==> config.mk <==
export PLATFORM = sky130hd
export DESIGN_NAME = sr_bank_flat
export DESIGN_NICKNAME = d
export VERILOG_FILES = /design/src/rtl/sr_bank_if.sv /design/src/rtl/sr_bank.sv /design/src/flat_wrapper.sv
export SDC_FILE = /design/constraint.sdc
export NUM_CORES = 1
export LEC_CHECK = 0
export BUFFER_PORTS_ARGS = -buffer_cell sky130_fd_sc_hd__buf_4
export CAP_MARGIN = 10
export CORE_ASPECT_RATIO = 0.7
export CORE_MARGIN = 5
export CORE_UTILIZATION = 46
export CTS_CLUSTER_SIZE = 20
export DETAILED_ROUTE_END_ITERATION = 8
export GPL_TIMING_DRIVEN = 0
export PLACE_DENSITY = 0.78
export SYNTH_ARGS = -nofsm -noshare
export SYNTH_HDL_FRONTEND = slang
export SYNTH_SLANG_ARGS = --single-unit
==> constraint.sdc <==
create_clock -name clk -period 2.2 [get_ports clk]
set_clock_uncertainty 0.15 [all_clocks]
set_input_delay 0.44 -clock clk [delete_from_list [all_inputs] [get_ports clk]]
set_output_delay 0.44 -clock clk [all_outputs]
set_load 0.05 [all_outputs]
==> src/rtl/sr_bank_if.sv <==
// Bus bundle for sr_bank: control/request inputs and registered channel outputs.
// There is no valid/ready handshake here: e qualifies s/r each clock, and clr
// acts on every rising edge regardless of e.
interface sr_bank_if #(
    parameter int N  = 8,
    parameter int CW = 8
);
    logic          e;
    logic [N-1:0]  s;
    logic [N-1:0]  r;
    logic          clr;
    logic [N-1:0]  q;
    logic [N-1:0]  qn;
    logic [N-1:0]  conf;
    logic          err;
    logic [CW-1:0] cnt;

    modport master (output e, s, r, clr, input q, qn, conf, err, cnt);
    modport slave  (input e, s, r, clr, output q, qn, conf, err, cnt);
endinterface

==> src/rtl/sr_bank.sv <==
// sr_bank: N independent set/reset channels with conflict flags, a sticky
// error bit and a saturating conflict counter.
// Optional feature macro SR_BANK_TOGGLE_EN: s=r=1 toggles the channel (JK
// behaviour) and is not treated as a conflict.
module sr_bank #(
    parameter int           N    = 8,
    parameter int           PRIO = 0,
    parameter logic [N-1:0] INIT = {N{1'b0}},
    parameter int           CW   = 8
) (
    input logic      clk,
    input logic      rst,
    sr_bank_if.slave bus
);
    // Out-of-range priority codes fall back to reset-dominant.
    localparam int EFF_PRIO = (PRIO == 1 || PRIO == 2) ? PRIO : 0;
    localparam logic [CW-1:0] CNT_MAX = {CW{1'b1}};

    logic [N-1:0]  q_reg;
    logic [N-1:0]  conf_reg;
    logic          err_reg;
    logic [CW-1:0] cnt_reg;

    logic [N-1:0]  q_next;
    logic [N-1:0]  conf_next;
    logic          conflict;

    // Per-channel next state from the set/reset pair.
    always_comb begin
        q_next = q_reg;
        for (int i = 0; i < N; i++) begin
            case ({bus.s[i], bus.r[i]})
                2'b10:   q_next[i] = 1'b1;
                2'b01:   q_next[i] = 1'b0;
                2'b11: begin
`ifdef SR_BANK_TOGGLE_EN
                    q_next[i] = ~q_reg[i];
`else
                    if (EFF_PRIO == 1)
                        q_next[i] = 1'b1;
                    else if (EFF_PRIO == 2)
                        q_next[i] = q_reg[i];
                    else
                        q_next[i] = 1'b0;
`endif
                end
                default: q_next[i] = q_reg[i];
            endcase
        end
    end

    // Conflict detection; with toggling enabled s=r=1 is legal, not a conflict.
    always_comb begin
`ifdef SR_BANK_TOGGLE_EN
        conf_next = '0;
`else
        conf_next = bus.s & bus.r;
`endif
        conflict = bus.e && (conf_next != '0);
    end

    // Channel state and conflict flags advance only on enabled cycles.
    always_ff @(posedge clk or posedge rst) begin
        if (rst) begin
            q_reg    <= INIT;
            conf_reg <= '0;
        end else if (bus.e) begin
            q_reg    <= q_next;
            conf_reg <= conf_next;
        end
    end

    // Sticky error and saturating counter; clr wins over a same-cycle conflict
    // and also acts while e=0.
    always_ff @(posedge clk or posedge rst) begin
        if (rst) begin
            err_reg <= 1'b0;
            cnt_reg <= '0;
        end else if (bus.clr) begin
            err_reg <= 1'b0;
            cnt_reg <= '0;
        end else if (conflict) begin
            err_reg <= 1'b1;
            if (cnt_reg != CNT_MAX)
                cnt_reg <= cnt_reg + 1'b1;
        end
    end

    assign bus.q    = q_reg;
    assign bus.qn   = ~q_reg;
    assign bus.conf = conf_reg;
    assign bus.err  = err_reg;
    assign bus.cnt  = cnt_reg;
endmodule

==> src/flat_wrapper.sv <==
// flat-port wrapper written by rule: the top's interface ports become plain ports
module sr_bank_flat 
#(
    parameter int           N    = 8,
    parameter int           PRIO = 0,
    parameter logic [N-1:0] INIT = {N{1'b0}},
    parameter int           CW   = 8
)
  (clk, rst, bus_e, bus_s, bus_r, bus_clr, bus_q, bus_qn, bus_conf, bus_err, bus_cnt);
  sr_bank_if #(.N(N), .CW(CW)) bus_i ();
  input logic clk;
  input logic rst;
  input wire logic [$bits(bus_i.e)-1:0] bus_e;
  input wire logic [$bits(bus_i.s)-1:0] bus_s;
  input wire logic [$bits(bus_i.r)-1:0] bus_r;
  input wire logic [$bits(bus_i.clr)-1:0] bus_clr;
  output wire logic [$bits(bus_i.q)-1:0] bus_q;
  output wire logic [$bits(bus_i.qn)-1:0] bus_qn;
  output wire logic [$bits(bus_i.conf)-1:0] bus_conf;
  output wire logic [$bits(bus_i.err)-1:0] bus_err;
  output wire logic [$bits(bus_i.cnt)-1:0] bus_cnt;
  assign bus_i.e = bus_e;
  assign bus_i.s = bus_s;
  assign bus_i.r = bus_r;
  assign bus_i.clr = bus_clr;
  assign bus_q = bus_i.q;
  assign bus_qn = bus_i.qn;
  assign bus_conf = bus_i.conf;
  assign bus_err = bus_i.err;
  assign bus_cnt = bus_i.cnt;
  sr_bank #(.N(N), .PRIO(PRIO), .INIT(INIT), .CW(CW)) u_core (.clk(clk), .rst(rst), .bus(bus_i));
endmodule
==> impl_metrics.env, run 1 <==
export IMPL_outcome="finished, final reports clean"
export IMPL_pre_cts_slack_ns=0.140
export IMPL_synth_edff_count=0
export IMPL_cts_root_buffer="clkbuf_8"
export IMPL_synth_largest_area_cell="dfrtp_1"
export IMPL_htree_levels=1
export IMPL_num_antenna_cells=0
export IMPL_synthSimpleGateAreaFrac=0.153
export IMPL_r2r_start="u_core.bus.cnt[0]"
export IMPL_seq_area_sq_um=627
export IMPL_hold_violations=0
export IMPL_fp_row_count=15
export IMPL_area_growth_pct=40.1
export IMPL_report_final_slew_viol_count=0
export IMPL_num_vias=1083
export IMPL_ys_flop_type="dfrtp_1"
export IMPL_core_area_sq_um=2460
export IMPL_wl_um=3020
export IMPL_netlist_area_leader_share=0.530
export IMPL_synthMuxAreaShare=0.0275
export IMPL_fmax_ghz=0.499
export IMPL_crit_arrival_ns=2.00
export IMPL_synth_top_family_by_area="compound AO/OA/AOI/OAI gates"
export IMPL_dieArea_sq_um=3700
export IMPL_grt_pass1_wl_um=4880
export IMPL_synth_top_cells_by_count="dfrtp_1, a21oi_1, inv_1"
export IMPL_grt_max_degree=26
export IMPL_worstMarginPinSlew_ns=0.923
export IMPL_fin_tns_setup_ns=0
export IMPL_rsz0062_at_grt="no"
export IMPL_cts_made_buffers=3
export IMPL_seq_area_frac_synth=0.530
export IMPL_pin_count=53
export IMPL_synth_xor_area_share=0.00742
export IMPL_period_share=0.911
export IMPL_firstDrtPassIters=4
export IMPL_start_kind="flip-flop"
export IMPL_ys_async_sr_fraction=1.00
export IMPL_finalNetCount=200
export IMPL_die_h_um=52.4
export IMPL_combinationalPowerShare=0.335
export IMPL_dp_cells=208
export IMPL_initial_core_util=0.480
export IMPL_crit_path_max_fanout=8
export IMPL_p_sw_w=0.000437
export IMPL_peakVddDrop_mv=0.453
export IMPL_cts_hold_buf=0
export IMPL_powerDensity_nw_per_um2=713
export IMPL_gp_congestion=0.785
export IMPL_synthesis_nets=144
export IMPL_routed_via_density=5.11
export IMPL_syn_area_per_cell_sq_um=9.60
export IMPL_synth_cell_types=32
export IMPL_pwr_share_seq=0.443
export IMPL_crit_start="u_core.bus.cnt[0]"
export IMPL_worst_skew_pair_late_latency_ns=0.26
export IMPL_chipWidth_um=70.6
export IMPL_port_buffers=51
export IMPL_first_iter_violations=90
export IMPL_setup_violations=0
export IMPL_dpl_hpwl_um=2410
export IMPL_hp_class="in2reg"
export IMPL_final_layout_size_suffix_gt1_frac=0.354
export IMPL_multi_input_area_sq_um=459
export IMPL_tritoncts="built"
export IMPL_endpoint_kind="flip-flop"
export IMPL_wire_per_inst_um=14.2
export IMPL_finalWorstSetupSlack_ns=0.197
export IMPL_relSlewSlack=0.384
export IMPL_postCtsSetupBuffers=0
export IMPL_finalCriticalPeriod_ns=2.00
export IMPL_final_util=0.673
export IMPL_ant_nets=0
export IMPL_power_clock_fraction=0.222
export IMPL_p_int_w=0.000744
export IMPL_post_cts_resized=0
export IMPL_synth_compound_area_share=0.189
export IMPL_power_share_switching=0.370
export IMPL_yosys_warnings=0
export IMPL_cts_buffer_depth=2
export IMPL_gr_total_overflow=0
export IMPL_synth_most_common_cell="dfrtp_1"
export IMPL_synth_seq_cells=25
export IMPL_leakage_nw=0.836
export IMPL_min_delay_start="bus_r[2]"
export IMPL_synth_fa_ha_area_frac=0.0106
export IMPL_antenna_found_initial=0
export IMPL_synth_cells=123
export IMPL_setup_worst_path_class="reg2reg"
export IMPL_fillers=212
export IMPL_clk_pin_slew_ns=0.08
export IMPL_grtUsageTotal=0.168
export IMPL_synthTopCellsByArea="dfrtp_1, a21oi_1, inv_1, nand3_1, o21ai_0"
export IMPL_grt_pass1_vias=1054
export IMPL_maxCapViolCount=0
export IMPL_clock_sinks=25
export IMPL_required_ns=2.20
export IMPL_stdcell_count=212
export IMPL_drc_errors=0
export IMPL_synth_area_sq_um=1180
per-layer routing:
layer / up-vias / track usage / routed length, um
met4: 0 / 0.0281 / 22
met5: - / 0 / 0
met1: 519 / 0.210 / 1280
li1: 535 / - / -
met2: 27 / 0.293 / 1550
met3: 2 / 0.0498 / 163
stage by stage:
step	total power, W	instance area [sq um]	hold WS, ns
2_1_floorplan	0.000784	1180	0.317
3_3_place_gp	0.000920	1610	0.352
3_5_place_dp	0.000930	1610	0.371
4_1_cts	0.00119	1650	0.205
5_1_grt	0.00124	1660	0.198
6_report	0.00118	1660	0.208
power by group through the flow:
stage	Sequential (W)	Clock (W)	Combinational (W)
final	0.000522	0.000262	0.000396
after global routing	0.000528	0.000287	0.000420
after CTS	0.000522	0.000270	0.000400
after detailed placement	0.000531	0	0.000399
after global placement	0.000529	0	0.000391
after floorplan	0.000648	0	0.000136
cells by family (layout without fill, tap and decap cells):
logic type      count (synthesis)  count (layout)
compound gates                 38              38
simple gates                   31              31
flops                          25              25
buf+inv                        24              79
mux                             3               3
fa+ha+maj                       1               1
xor+xnor                        1               1
layout make-up:
class                   instances  share of cell area
flip-flops and latches         25               0.379
well taps                      34              0.0257
clock buffers                   4              0.0272
multi-input cells              74               0.277
inverters                      18              0.0408
plain buffers                   6              0.0189
repair buffers                 51               0.231
critical path, stage by stage, from the launching register on:
cell	delay, ns
dfrtp_2	0.45
ha_2	0.24
and4_1	0.20
a21boi_1	0.13
o21a_1	0.14
buf_6	0.13
nand4_1	0.12
mux2_1	0.33
final timing paths:
check                                endpoint  slack (ns)  cells past startpoint
max in group asynchronous   u_core.bus.cnt[0]        1.05                      2
hold / removal                u_core.bus.q[2]        0.21                      2
setup reg to reg            u_core.bus.cnt[5]        0.20                      7
setup / recovery            u_core.bus.cnt[5]        0.20                      7
hold reg to reg            u_core.bus.conf[5]        0.38                      2
min in group asynchronous     u_core.bus.q[6]        0.23                      2
layout by cell type, fill, tap and decap left out:
master	count
buf_4	51
dfrtp_1	24
a21oi_1	19
inv_1	18
nand3_1	9
o21ai_0	8
clkbuf_1	5
nor2_1	5
a22oi_1	4
and4_1	3
clkbuf_8	3
nand2_1	2
and3_1	2
nor2b_1	2
nand4_1	2
mux2_1	2
or2_2	1
buf_2	1
and2_1	1
and4b_2	1
a41oi_1	1
a311oi_1	1
a21boi_1	1
o21a_1	1
buf_6	1
xnor2_1	1
mux2i_1	1
a21bo_2	1
nand3b_1	1
a21o_2	1
a31oi_1	1
and2b_2	1
nor3_1	1
ha_2	1
dfrtp_2	1
(Power assumes the default switching activity.)
==> run 2: changes to the inputs <==
--- a/config.mk
+++ b/config.mk
@@ -5,15 +5,16 @@
 export SDC_FILE = /design/constraint.sdc
 export NUM_CORES = 1
 export LEC_CHECK = 0
+export ABC_AREA = 1
 export BUFFER_PORTS_ARGS = -buffer_cell sky130_fd_sc_hd__buf_4
 export CAP_MARGIN = 10
 export CORE_ASPECT_RATIO = 0.7
 export CORE_MARGIN = 5
-export CORE_UTILIZATION = 46
+export CORE_UTILIZATION = 42
 export CTS_CLUSTER_SIZE = 20
 export DETAILED_ROUTE_END_ITERATION = 8
 export GPL_TIMING_DRIVEN = 0
-export PLACE_DENSITY = 0.78
+export PLACE_DENSITY = 0.74
 export SYNTH_ARGS = -nofsm -noshare
 export SYNTH_HDL_FRONTEND = slang
 export SYNTH_SLANG_ARGS = --single-unit
==> constraint.sdc (replaced) <==
create_clock -name clk -period 1.7 [get_ports clk]
set_clock_uncertainty 0.15 [all_clocks]
set_input_delay 0.34 -clock clk [delete_from_list [all_inputs] [get_ports clk]]
set_output_delay 0.34 -clock clk [all_outputs]
set_load 0.05 [all_outputs]
==> run 2 against run 1 <==
Effect of this change: setup slack worse by 0.058 ns; clock power up 33%; total power up 36%; die area up 15%; register-to-register slack worse by 0.06 ns; critical endpoint is now u_core.bus.cnt[6]; highest routed layer unchanged.
==> impl_metrics.env, run 2 <==
export IMPL_outcome="finished, final reports clean"
export IMPL_peakVddDrop_mv=0.595
export IMPL_worst_skew_pair_late_latency_ns=0.27
export IMPL_cts_buffer_depth=2
export IMPL_cp_cell_sequence="ha_1, nand2_2, nor2_4, nand3_2, nand3_4, nand2_4, nand2_1, nand2_1"
export IMPL_holdWs_ns=0.129
export IMPL_finalPower_w=0.00161
export IMPL_stdcell_area_sq_um=1780
export IMPL_grtUsageTotal=0.165
export IMPL_wl_met3_um=169
export IMPL_rr_endpoint="u_core.bus.cnt[6]"
export IMPL_die_h_um=56.2
export IMPL_ys_flop_type="dfrtp_1"
export IMPL_endpoint="u_core.bus.cnt[6]"
export IMPL_gr_total_overflow=0
export IMPL_initial_core_util=0.447
export IMPL_ys_async_sr_fraction=1.00
export IMPL_htree_levels=1
export IMPL_powerDensity_nw_per_um2=902
export IMPL_dpl_hpwl_um=2760
export IMPL_tritoncts="built"
export IMPL_antenna_found_initial=0
export IMPL_cts_made_buffers=3
export IMPL_report_final_slew_viol_count=0
export IMPL_hold_violations=0
export IMPL_rr_worst_depth=8
export IMPL_synth_edff_count=0
export IMPL_hp_class="in2async"
export IMPL_first_iter_violations=82
export IMPL_synth_top_cells_by_count="nand2_1, dfrtp_1, inv_1"
export IMPL_drc_errors=0
export IMPL_wire_per_inst_um=14.0
export IMPL_synthesis_nets=183
export IMPL_routed_via_density=4.95
export IMPL_crit_cells=8
export IMPL_routedLengthMet1_um=1600
export IMPL_syn_area_per_cell_sq_um=7.89
export IMPL_cts_root_buffer="clkbuf_8"
export IMPL_relSlewSlack=0.374
export IMPL_num_antenna_cells=0
export IMPL_synth_largest_area_cell="dfrtp_1"
export IMPL_final_common_cell="nand2_1"
export IMPL_num_vias=1262
export IMPL_clk_pin_slew_ns=0.08
export IMPL_path_delay_family="simple AND/OR/NAND/NOR gates"
export IMPL_rsz0062_at_grt="no"
export IMPL_ant_nets=0
export IMPL_maxCapViolCount=0
export IMPL_leakage_nw=1.02
export IMPL_endpoint_kind="flip-flop"
export IMPL_finalNetCount=241
export IMPL_path_buf_inv=0
export IMPL_fmax_ghz=0.641
export IMPL_cp_common_cell="nand2_1"
export IMPL_dr_wl_met2_um=1760
export IMPL_placed_area_sq_um=1700
export IMPL_gp_congestion=0.846
export IMPL_synth_cell_types=21
export IMPL_r2r_slack_ns=0.14
export IMPL_final_layout_size_suffix_gt1_frac=0.320
export IMPL_fp_row_count=16
export IMPL_crit_arrival_ns=1.57
export IMPL_dieArea_sq_um=4270
export IMPL_crit_path_max_fanout=8
export IMPL_finalCriticalPeriod_ns=1.56
export IMPL_chipWidth_um=76.0
export IMPL_crit_start="u_core.bus.cnt[1]"
export IMPL_required_ns=1.71
export IMPL_grt_pass1_wl_um=5810
export IMPL_start_kind="flip-flop"
export IMPL_final_cell_mix="nand2_1, buf_4, inv_1"
export IMPL_synthTopCellsByArea="dfrtp_1, nand2_1, inv_1, a22o_1, nand3_1"
export IMPL_core_area_sq_um=2860
export IMPL_grt_max_degree=26
export IMPL_firstDrtPassIters=4
export IMPL_wl_um=3570
export IMPL_port_buffers=50
export IMPL_grt_pass1_vias=1226
export IMPL_post_cts_resized=0
export IMPL_seq_area_frac_synth=0.489
export IMPL_worstMarginPinSlew_ns=0.938
export IMPL_fin_tns_setup_ns=0
export IMPL_synth_most_common_cell="nand2_1"
export IMPL_yosys_warnings=0
export IMPL_synth_cells=162
export IMPL_slowest_delay_ns=0.41
export IMPL_pin_count=53
export IMPL_netlist_area_leader_share=0.489
export IMPL_period_share=0.918
export IMPL_cts_hold_buf=0
export IMPL_setup_worst_path_class="reg2reg"
export IMPL_setup_violations=0
export IMPL_postCtsSetupBuffers=0
export IMPL_r2r_start="u_core.bus.cnt[1]"
export IMPL_synth_seq_cells=25
export IMPL_area_growth_pct=39.3
export IMPL_clock_sinks=25
export IMPL_worst_path_max_delay_cell="dfrtp_2"
export IMPL_synth_area_sq_um=1280
export IMPL_highest_layer="met4"
-- run 2: cell count changes in the layout (fill, tap and decap cells not counted), sizes merged, moves of 4 or more --
cell and delta:
nand2 +56, a21oi -18, a22o +8, inv +8
nor2 +8, a22oi -4, buf +4, clkbuf -4
nand3 +4
-- run 2: worst min-delay path by stage --
stage	slack, ns	start	depth (start not counted)	end
finish	0.13	rst	2	u_core.bus.q[0]
global route	0.19	bus_r[7]	3	u_core.bus.q[7]
CTS	0.16	rst	2	u_core.bus.q[0]
detailed placement	0.33	u_core.bus.conf[6]	2	u_core.bus.conf[6]
global placement	0.32	u_core.bus.conf[1]	2	u_core.bus.conf[1]
floorplan	0.22	rst	1	u_core.bus.cnt[2]
-- run 2: cell families after synthesis --
kind of cell               count (synthesis)  share of synthesized area
AOI/OAI and AO/OA                         18                     0.0959
xor gates and xnor gates                   2                     0.0137
adders and majority gates                  1                    0.00978
buffers and inverters                     30                     0.0939
DFF                                       25                      0.489
and+or+nand+nor                           86                      0.297
-- run 2: per-layer routing --
layer  up-vias  track usage
met5         -            0
met4         0       0.0355
met3         5       0.0356
met2        36        0.274
met1       602        0.220
li1        619            -
-- run 2: area by class of cell --
type | count | area [sq um]
Fill cell | 259 | 1080
Sequential cell | 25 | 628
Multi-Input combinational cell | 107 | 533
Timing Repair Buffer | 53 | 410
Inverter | 26 | 97.6
Clock buffer | 4 | 45.0
Tap cell | 36 | 45.0
Buffer | 4 | 22.5
-- run 2: report_power, final --
part | switching [W] | internal, W
Combinational | 0.000399 | 0.000180
Sequential | 0.0000360 | 0.000644
Clock | 0.000181 | 0.000168
Total | 0.000616 | 0.000992
-- run 2: metrics by stage --
| step | util | worst slack, ns | instances |
|---|---|---|---|
| 4_1_cts | 0.610 | 0.0855 | 252 |
| 3_5_place_dp | 0.594 | 0.107 | 248 |
| 6_report | 0.622 | 0.139 | 255 |
| 5_1_grt | 0.622 | 0.0312 | 255 |
| 2_1_floorplan | - | 0.0222 | 162 |
| 3_3_place_gp | 0.594 | 0.185 | 248 |
-- run 2: worst register-to-register path, stage by stage (launching register included) --
cell and delay, ns:
dfrtp_2 0.41, ha_1 0.19, nand2_2 0.08, nor2_4 0.14, nand3_2 0.10, nand3_4 0.14, nand2_4 0.10, nand2_1 0.09
nand2_1 0.05
==> run 3: changes to the inputs <==
--- a/config.mk
+++ b/config.mk
@@ -6,15 +6,15 @@
 export NUM_CORES = 1
 export LEC_CHECK = 0
 export ABC_AREA = 1
-export BUFFER_PORTS_ARGS = -buffer_cell sky130_fd_sc_hd__buf_4
 export CAP_MARGIN = 10
 export CORE_ASPECT_RATIO = 0.7
 export CORE_MARGIN = 5
-export CORE_UTILIZATION = 42
+export CORE_UTILIZATION = 54
 export CTS_CLUSTER_SIZE = 20
 export DETAILED_ROUTE_END_ITERATION = 8
+export DONT_BUFFER_PORTS = 1
 export GPL_TIMING_DRIVEN = 0
-export PLACE_DENSITY = 0.74
+export PLACE_DENSITY = 0.72
 export SYNTH_ARGS = -nofsm -noshare
 export SYNTH_HDL_FRONTEND = slang
 export SYNTH_SLANG_ARGS = --single-unit
==> run 3 against run 2 <==
Effect of this change: the flow now finishes with violations (negative setup slack); sequential power is 30% higher; hold slack got worse by 0.11 ns; highest routed layer unchanged; routed wire length shrank 14%; utilization grew 5.4 points; critical endpoint is now bus_qn[0]; clock-buffer cell count decreased by 1; die area decreased by 19%; via count decreased by 11%.
==> impl_metrics.env, run 3 (same netlist as run 2, synthesis figures left out) <==
export IMPL_stdcell_count=205
export IMPL_finalNetCount=195
export IMPL_finalWorstSetupSlack_ns=-0.0286
export IMPL_cts_root_buffer="clkbuf_4"
export IMPL_dieArea_sq_um=3460
export IMPL_core_area_sq_um=2210
export IMPL_hp_class="in2reg"
export IMPL_wl_um=3070
export IMPL_grtUsageTotal=0.185
export IMPL_fmax_ghz=0.578
export IMPL_power_share_switching=0.425
export IMPL_worst_path_max_delay_cell="dfrtp_2"
export IMPL_num_vias=1119
export IMPL_p_int_w=0.000809
export IMPL_pin_count=53
export IMPL_clock_sinks=25
export IMPL_dpl_hpwl_um=2140
export IMPL_final_layout_size_suffix_gt1_frac=0.254
export IMPL_fillers=186
export IMPL_path_delay_family="flip-flops"
export IMPL_grt_pass1_vias=1077
export IMPL_combinationalPowerShare=0.184
export IMPL_required_ns=1.21
export IMPL_report_final_slew_viol_count=0
export IMPL_area_growth_pct=16.7
export IMPL_initial_core_util=0.579
export IMPL_cts_made_buffers=3
export IMPL_tritoncts="built"
export IMPL_chipWidth_um=68.2
export IMPL_finalCriticalPeriod_ns=1.73
export IMPL_setup_worst_path_class="reg2out"
export IMPL_drc_errors=0
export IMPL_clk_pin_slew_ns=0.14
export IMPL_final_cell_mix="nand2_1, inv_1, dfrtp_2"
export IMPL_outcome="finished, violations left"
export IMPL_dp_cells=194
export IMPL_ant_nets=0
export IMPL_start_kind="flip-flop"
export IMPL_final_common_cell="nand2_1"
export IMPL_crit_path_max_fanout=2
export IMPL_first_iter_violations=86
export IMPL_htree_levels=1
export IMPL_peakVddDrop_mv=0.705
export IMPL_endpoint_kind="primary output"
export IMPL_port_buffers=0
export IMPL_grt_max_degree=26
export IMPL_routed_via_density=5.46
export IMPL_finalPower_w=0.00141
export IMPL_cp_cell_sequence="clkinvlp_4"
export IMPL_worst_skew_pair_late_latency_ns=0.32
export IMPL_leakage_nw=0.737
export IMPL_gr_total_overflow=0
export IMPL_powerDensity_nw_per_um2=943
export IMPL_hold_violations=0
export IMPL_slowest_delay_ns=0.57
export IMPL_die_h_um=50.7
export IMPL_antenna_found_initial=0
export IMPL_p_sw_w=0.000598
export IMPL_relSlewSlack=0.585
export IMPL_worstMarginPinSlew_ns=0.623
export IMPL_wire_per_inst_um=15.0
export IMPL_gp_congestion=0.834
export IMPL_pwr_share_seq=0.628
export IMPL_power_clock_fraction=0.188
export IMPL_period_share=1.02
export IMPL_violations="negative setup slack"
export IMPL_grt_pass1_wl_um=4880
export IMPL_rsz0062_at_grt="yes"
export IMPL_fp_row_count=14
export IMPL_cts_buffer_depth=2
export IMPL_maxCapViolCount=0
export IMPL_num_antenna_cells=0
export IMPL_path_buf_inv=1
export IMPL_crit_arrival_ns=1.24
export IMPL_setup_violations=8
export IMPL_firstDrtPassIters=4
run 3: cell count changes in the layout (fill, tap and decap cells not counted), moves of 4 or more:
cell / before / now
dfrtp_1: 23 / 11
inv_1: 24 / 15
clkinvlp_4: 0 / 9
buf_4: 53 / 3
dfrtp_2: 2 / 13
dlygate4sd3_1: 0 / 4
run 3: power by group through the flow:
stage          Clock (W)  Sequential (W)  Combinational [W]
2_1_floorplan          0        0.000859           0.000203
3_3_place_gp           0        0.000871           0.000228
3_5_place_dp           0        0.000872           0.000234
4_1_cts         0.000277        0.000884           0.000251
5_1_grt         0.000301        0.000892           0.000285
6_report        0.000265        0.000883           0.000259
run 3: area by class of cell:
class | count | area [sq um] | area share
plain buffers | 4 | 22.5 | 0.0151
clock buffers | 3 | 22.5 | 0.0151
clock inverters | 1 | 5.00 | 0.00335
inverters | 26 | 131 | 0.0880
multi-input cells | 108 | 571 | 0.382
flip-flops and latches | 25 | 646 | 0.433
well taps | 32 | 40.0 | 0.0268
repair buffers | 6 | 55.1 | 0.0369
run 3: stage by stage:
stage	TNS (ns)	hold slack (ns)	area (sq um)	utilization	setup WS [ns]
final	-0.169	0.0164	1490	0.676	-0.0286
after global routing	-1.19	0.00334	1490	0.676	-0.0943
after CTS	-0.287	0.00111	1460	0.661	-0.0537
after detailed placement	-0.783	0.348	1320	0.599	-0.106
after global placement	-0.754	0.338	1320	0.599	-0.101
after floorplan	0	0.217	1280	-	0.0222
run 3: final timing paths:
kind,slack [ns],end,cells after the start,from
max in group asynchronous,0.67,u_core.bus.cnt[0],2,rst
min in group asynchronous,0.38,u_core.bus.cnt[6],2,rst
worst min-delay path,0.02,u_core.bus.conf[5],2,bus_s[5]
worst max register to register,0.01,u_core.bus.cnt[7],8,u_core.bus.cnt[1]
worst min register to register,0.61,u_core.bus.cnt[5],2,u_core.bus.cnt[5]
worst max-delay path,-0.03,bus_qn[0],1,u_core.bus.q[0]
run 3: repair_timing:
item | 4_1_cts | 5_1_grt
pin swaps | 4 | 1
hold endpoints to repair | 26 | 2
gates cloned | 1 | 0
gates resized for setup | 25 | 2
endpoints found under the setup margin | 16 | 17
setup buffers | 1 | 1
hold buffers | 2 | 2
run 3: layer usage:
metal | global-route usage | wire length, um | up-vias
met3 | 0.0960 | 406 | 2
met2 | 0.288 | 1390 | 56
met1 | 0.231 | 1260 | 527
met5 | 0 | 0 | -
li1 | - | - | 534
met4 | 0.0330 | 13 | 0
